**config.mk**
```make
export PLATFORM = sky130hd
export DESIGN_NAME = button_conditioner
export DESIGN_NICKNAME = d
export VERILOG_FILES = /design/src/rtl/button_conditioner.sv
export SDC_FILE = /design/constraint.sdc
export NUM_CORES = 1
export LEC_CHECK = 0
export ABC_CLOCK_PERIOD_IN_PS = 18510
export CAP_MARGIN = 20
export CORE_MARGIN = 5
export CORE_UTILIZATION = 47
export CTS_CLUSTER_DIAMETER = 40
export DETAILED_ROUTE_END_ITERATION = 10
export GPL_ROUTABILITY_DRIVEN = 0
export PLACE_DENSITY_LB_ADDON = 0.08
export SYNTH_ARGS = -nofsm -noshare
export SYNTH_HDL_FRONTEND = slang
export SYNTH_SLANG_ARGS = --single-unit
```
**constraint.sdc**
```tcl
create_clock -name clk -period 18.51 [get_ports clk]
set_input_delay 4.6275 -clock clk [delete_from_list [all_inputs] [get_ports clk]]
set_output_delay 4.6275 -clock clk [all_outputs]
set_load 0.05 [all_outputs]
```
**src/rtl/button_conditioner.sv**
```systemverilog
// button_conditioner
//   Cleans up the raw front-panel push buttons of the Nim game. Every channel
//   goes through a 2-FF synchronizer, a counter-based debouncer and a
//   single-cycle press-pulse generator. Channels selected by REPEAT_MASK also
//   auto-repeat while held: first repeat REPEAT_DELAY cycles after the press
//   pulse, then one pulse every REPEAT_PERIOD cycles.
//
// Ports
//   clk        in            system clock
//   reset      in            asynchronous, active-high reset
//   btn_raw    in  [N_BTN]   raw bouncing button inputs, 1 = pressed
//   btn_level  out [N_BTN]   debounced stable level per channel
//   btn_pulse  out [N_BTN]   one-clock press event per channel (incl. repeats)
module button_conditioner #(
  parameter int unsigned       N_BTN           = 10,
  parameter int unsigned       DEBOUNCE_CYCLES = 1000000,
  parameter logic [N_BTN-1:0]  REPEAT_MASK     = N_BTN'(10'b0000001111),
  parameter int unsigned       REPEAT_DELAY    = 50000000,
  parameter int unsigned       REPEAT_PERIOD   = 20000000
) (
  input  logic             clk,
  input  logic             reset,
  input  logic [N_BTN-1:0] btn_raw,
  output logic [N_BTN-1:0] btn_level,
  output logic [N_BTN-1:0] btn_pulse
);

  localparam int unsigned DB_W   = ($clog2(DEBOUNCE_CYCLES) < 1) ? 1 : $clog2(DEBOUNCE_CYCLES);
  localparam int unsigned RP_MAX = (REPEAT_DELAY > REPEAT_PERIOD) ? REPEAT_DELAY : REPEAT_PERIOD;
  localparam int unsigned RP_W   = ($clog2(RP_MAX) < 1) ? 1 : $clog2(RP_MAX);

  localparam logic [DB_W-1:0] DB_LAST     = DB_W'(DEBOUNCE_CYCLES - 1);
  localparam logic [RP_W-1:0] DELAY_LAST  = RP_W'(REPEAT_DELAY - 1);
  localparam logic [RP_W-1:0] PERIOD_LAST = RP_W'(REPEAT_PERIOD - 1);

  typedef enum logic [1:0] {
    ST_IDLE,
    ST_DELAY,
    ST_REPEAT
  } rep_state_t;

  logic [N_BTN-1:0] r_sync1;
  logic [N_BTN-1:0] r_sync2;

  always_ff @(posedge clk or posedge reset) begin
    if (reset) begin
      r_sync1 <= '0;
      r_sync2 <= '0;
    end else begin
      r_sync1 <= btn_raw;
      r_sync2 <= r_sync1;
    end
  end

  for (genvar i = 0; i < N_BTN; i++) begin : g_chan

    // ---------------- debouncer ----------------
    logic [DB_W-1:0] r_db_cnt;
    logic            r_level;
    logic            w_db_hit;
    logic            w_level_nxt;
    logic            w_rise;

    always_comb begin
      w_db_hit    = (r_sync2[i] != r_level) && (r_db_cnt == DB_LAST);
      w_level_nxt = w_db_hit ? ~r_level : r_level;
      w_rise      = w_db_hit && !r_level;
    end

    always_ff @(posedge clk or posedge reset) begin
      if (reset) begin
        r_db_cnt <= '0;
        r_level  <= 1'b0;
      end else if (r_sync2[i] == r_level) begin
        r_db_cnt <= '0;
      end else if (r_db_cnt == DB_LAST) begin
        r_db_cnt <= '0;
        r_level  <= ~r_level;
      end else begin
        r_db_cnt <= r_db_cnt + 1'b1;
      end
    end

    // ---------------- press / repeat FSM ----------------
    // The FSM looks at the level being loaded on this edge (w_level_nxt) so
    // the press pulse lines up with the first cycle btn_level reads 1, and a
    // release on a repeat edge suppresses that repeat pulse.
    rep_state_t      r_state;
    rep_state_t      w_state_nxt;
    logic [RP_W-1:0] r_rep_cnt;
    logic [RP_W-1:0] w_rep_cnt_nxt;
    logic            r_pulse;
    logic            w_pulse_nxt;

    always_ff @(posedge clk or posedge reset) begin
      if (reset) begin
        r_state   <= ST_IDLE;
        r_rep_cnt <= '0;
        r_pulse   <= 1'b0;
      end else begin
        r_state   <= w_state_nxt;
        r_rep_cnt <= w_rep_cnt_nxt;
        r_pulse   <= w_pulse_nxt;
      end
    end

    always_comb begin
      w_state_nxt   = r_state;
      w_rep_cnt_nxt = r_rep_cnt;
      if (!w_level_nxt) begin
        w_state_nxt   = ST_IDLE;
        w_rep_cnt_nxt = '0;
      end else begin
        case (r_state)
          ST_IDLE: begin
            w_rep_cnt_nxt = '0;
            if (w_rise && REPEAT_MASK[i]) begin
              w_state_nxt = ST_DELAY;
            end
          end
          ST_DELAY: begin
            if (r_rep_cnt == DELAY_LAST) begin
              w_state_nxt   = ST_REPEAT;
              w_rep_cnt_nxt = '0;
            end else begin
              w_rep_cnt_nxt = r_rep_cnt + 1'b1;
            end
          end
          ST_REPEAT: begin
            if (r_rep_cnt == PERIOD_LAST) begin
              w_rep_cnt_nxt = '0;
            end else begin
              w_rep_cnt_nxt = r_rep_cnt + 1'b1;
            end
          end
          default: begin
            w_state_nxt   = ST_IDLE;
            w_rep_cnt_nxt = '0;
          end
        endcase
      end
    end

    always_comb begin
      w_pulse_nxt = 1'b0;
      if (w_level_nxt) begin
        case (r_state)
          ST_IDLE:   w_pulse_nxt = w_rise;
          ST_DELAY:  w_pulse_nxt = (r_rep_cnt == DELAY_LAST);
          ST_REPEAT: w_pulse_nxt = (r_rep_cnt == PERIOD_LAST);
          default:   w_pulse_nxt = 1'b0;
        endcase
      end
    end

    assign btn_level[i] = r_level;
    assign btn_pulse[i] = r_pulse;
  end

endmodule

```
* Word-level counts from Yosys, hierarchy flattened
Cells that the tools add are included.
Storage, ports and cells: memories kept 0, bits of input ports 12, output and inout port bits 20, register bits after elaboration 520, latch bits 0, bits in read-only memories 0, memory bits (writable) 0, word-level logic and storage cells 376
Cells by class: div/mod/pow operators 0, multipliers 0, shift operators 0, mux-type cells 124, bitwise logic cells 20, magnitude comparators 0, reductions and logical operators 66, $add $sub $neg 20, eq/ne operators 94
Operator list (count):
- 26-bit two-way mux | 30
- 26-bit one-hot mux with 2 select lines | 10
- 20-bit two-way mux | 20
- 26-bit by 1-bit adder with 26-bit output, second input constant | 10
- 26-bit by 25-bit == test with 1-bit output, second input constant | 10
- 26-bit == test, second input constant | 10
- 20-bit by 1-bit adder with 20-bit output, second input constant | 10
- 20-bit == test, second input constant | 10
- 2-bit two-way mux | 24
- 3-bit inequality test, second input constant | 14
- 2-bit AND reduction | 16
- 1-bit one-hot mux with 3 select lines | 10
- 2-bit one-hot mux with 2 select lines | 6
- 2-bit one-hot mux with 3 select lines | 4
- 2-bit by 1-bit == test with 1-bit output, second input constant | 10
- 2-bit == test, second input constant | 10
- 1-bit logical AND | 20
- 2-bit zero test | 10
- 1-bit two-way mux | 20
- 2-bit inequality test, second input constant | 10
- 1-bit inverter | 20
- 3-bit AND reduction | 4
- 2-bit OR reduction | 6
- 1-bit == test | 10
- other kinds (2) | 20

* Longest topological paths before layout
depth after elaboration 6, depth in mapped cells 8, mapped depth without buffers 7

* Worst setup path before layout
No wires, ideal clock.
path kind reg2out, start register g_chan[2].r_level, end output btn_level[2], cell stages (with the launch flop) 2, path buffers 1, slack 13.271 ns, arrival 0.611 ns, required time 13.882 ns, path through dfrtp_1 -> buf_4
RTL lines:
- start: declaration | line 59 | logic r_level;
- start signal: assignment | line 78 | r_level <= ~r_level;
- end: declaration | line 24 | output logic [N_BTN-1:0] btn_level,
No word-level cell between the ends.

==> qor.yml <==
crit_type: "in -> async"
outcome: "completed"
grt_overflow: 0
clock_sinks: 352
slew_headroom_pct: 26.9
end_kind: "asynchronous set/reset pin"
yosysTopAreaCellShare_pct: 50.7
fin_ws_ns: 11.81
track_usage_pct: 16.4
synth_area_per_cell_sq_um: 10.0
dp_hpwl_microns: 20700
io_buffer_count: 31
yosysSeqAreaShare_pct: 50.7
setup-violations-final: 0
synth.most_common_cell: "dfrtp_1"
clkLatencyLatePin_ns: 0.60
cellLeakagePower_nw: 8.58
slew_viol_final: 0
worst_pin_slew_ns: 1.09
finClkSkew_ns: 0.0238
synth_area_leaders: "dfrtp_1 51%, xor2_1 7.7%, nor2_1 7.4%, xnor2_1 6.4%, nand3_1 3.1%"
synth_xor_area_share_pct: 14.1
worst_setup_path_start_kind: "primary input"
worstPathMaxFanout: 84
drt-total-wl_microns: 32700
rsz0062_at_grt: "false"
ys_seq_elements: 352
grt_max_degree: 145
min-delay-start: "r_sync1[9]"
muxShareOfSynthArea_pct: 0.620
diodes: 0
whs_ns: 0.347
post-place-ws_ns: 10.69
vias: 12200
clkTransAtPathRegs_ns: 0.05
antenna_found_initial: 0
critical_path_arrival_ns: 7.31
yosysWarnings: 0
ctsHoldBuffers: 0
synth_nets: 1782
synth_area_sq_mm: 0.0174
maxCapViolations: 0
finalNetCount: 1836
die_w_microns: 202
synth_area_leader_cell: "dfrtp_1"
async_flop_share_pct: 100
synth_flop_cell: "dfrtp_1"
first_iter_violations: 646
synth-compound-area-share_pct: 2.59
wl_per_cell_microns: 14.2
min_path_type: "reg -> reg"
start_util_pct: 47.5
die-area_sq_mm: 0.0409
area_delta_synth_final_pct: 17.0
postCtsSetupBuffers: 0
cp.required_ns: 19.12
clockBufferDepth: 3
synth_top_family_by_area: "simple AND/OR/NAND/NOR gates"
period_share_pct: 36.2
yosysUniqueCellTypes: 65
fmax_mhz: 149
synth_edf_count: 0
fillerInstances: 3167
syn_inst: 1732
power.total_mw: 2.01
multiInputGateArea_sq_mm: 0.00807
numCtsBuffers: 61
grt_pass1_wl_microns: 58300
cts_tree: "yes"
cts_root_buffer: "clkbuf_16"
core_area_sq_mm: 0.0365
ios: 32
fin_setup_tns_ns: 0
grt_pass1_vias: 12300
ir_drop_mv: 0.0763
startpoint: "reset"
synthAdderAreaFrac_pct: 2.74
drive_gt1_share_pct: 8.12
hold_viol: 0
seqCellArea_sq_mm: 0.00881
first_pass_iters: 4
htreeDepth: 2
die_height_microns: 202
p_per_area_mw_per_mm2: 98.9
via_per_inst: 5.31
fp-row-count: 70
synthTopCellsByCount: "352 x dfrtp_1, 341 x nor2_1, 153 x xor2_1, 127 x xnor2_1, 109 x nand3_1"
regToRegStartpoint: "g_chan[2].r_rep_cnt[10]"
drc: 0
ant_nets: 0
cts_resized: 0
synthSimpleGateAreaFrac_pct: 26.4
min_period_ns: 6.70
-- sequential cells by signal, summed over array words and instances, names as in the netlist --
| name | count |
|---|---|
| r_sync2 | 10 |
| g_chan.r_level | 10 |
| g_chan.r_pulse | 10 |
| g_chan.r_state | 8 |
| r_sync1 | 10 |
| g_chan.r_rep_cnt | 104 |
| g_chan.r_db_cnt | 200 |
-- cell usage in the layout, fill, tap and decap left out, types with 7 or more instances in the layout --
| master | n |
|---|---|
| a21oi_1 | 10 |
| and2_1 | 14 |
| and3_1 | 57 |
| and4_1 | 36 |
| bufinv_16 | 11 |
| clkbuf_16 | 62 |
| clkdlybuf4s50_1 | 31 |
| clkinv_2 | 10 |
| clkinvlp_4 | 7 |
| dfrtp_1 | 352 |
| ha_1 | 38 |
| inv_1 | 48 |
| nand2_1 | 97 |
| nand3_1 | 109 |
| nand4_1 | 77 |
| nor2_1 | 341 |
| nor3_1 | 32 |
| nor4_1 | 35 |
| nor4b_1 | 22 |
| o21ai_0 | 16 |
| or2_2 | 7 |
| or3_1 | 9 |
| or4_1 | 7 |
| xnor2_1 | 127 |
| xor2_1 | 153 |
-- worst max-delay path, stage by stage --
cell             delay (ns)
clkdlybuf4s50_1        0.49
inv_8                  0.35
buf_16                 0.40
buf_4                  0.29
buf_16                 0.30
buf_4                  0.70
-- worst paths after layout --
kind / to / slack [ns] / cells past startpoint
worst min register to register: r_sync2[9] / 0.35 / 0
max in group clk: btn_level[2] / 11.94 / 1
worst max register to register: g_chan[2].r_rep_cnt[25] / 15.95 / 6
worst max-delay path: g_chan[2].r_pulse / 11.81 / 6
worst min-delay path: r_sync2[9] / 0.35 / 0
min in group asynchronous: r_sync1[8] / 4.45 / 2
-- power by group --
group          switching, mW  internal (mW)  total [mW]
clock                  0.402          0.786        1.19
combinational         0.0263        0.00995      0.0362
sequential           0.00661          0.778       0.785
-- logic make-up (layout without fill, tap and decap cells) --
logic type / Yosys count / in the layout
XOR/XNOR: 280 / 280
AO/OA/AOI/OAI: 61 / 61
AND/OR/NAND/NOR: 891 / 891
multiplexers: 10 / 10
adder cells (fa/ha/maj): 38 / 38
buffers and inverters: 100 / 204
flip-flops: 352 / 352
-- routing by layer --
metal / global-route usage, % / part of all wire [%] / wire length, microns / up-vias
li1: - / - / - / 6093
met1: 22.7 / 49 / 16100 / 5907
met2: 25.7 / 44 / 14500 / 166
met3: 3.93 / 4.0 / 1300 / 71
met4: 5.31 / 2.4 / 798 / 0
met5: 0 / 0 / 0 / -
-- layout make-up --
cell class              instances  share of cell area [%]
clock buffers                  70                    7.98
clock inverters                43                    2.84
multi-input cells            1280                    39.7
repair buffers                 42                    2.24
inverters                      49                   0.943
well taps                     468                    2.88
flip-flops and latches        352                    43.4
-- per-stage QoR --
stage,utilization (%),cell area (sq um),cells
floorplan,-,17400,1732
global placement,49.3,18000,2186
detailed placement,49.4,18000,2188
CTS,55.4,20200,2301
global route,55.6,20300,2304
finish,55.6,20300,2304
Note: power is estimated with default switching activity, not from simulation.
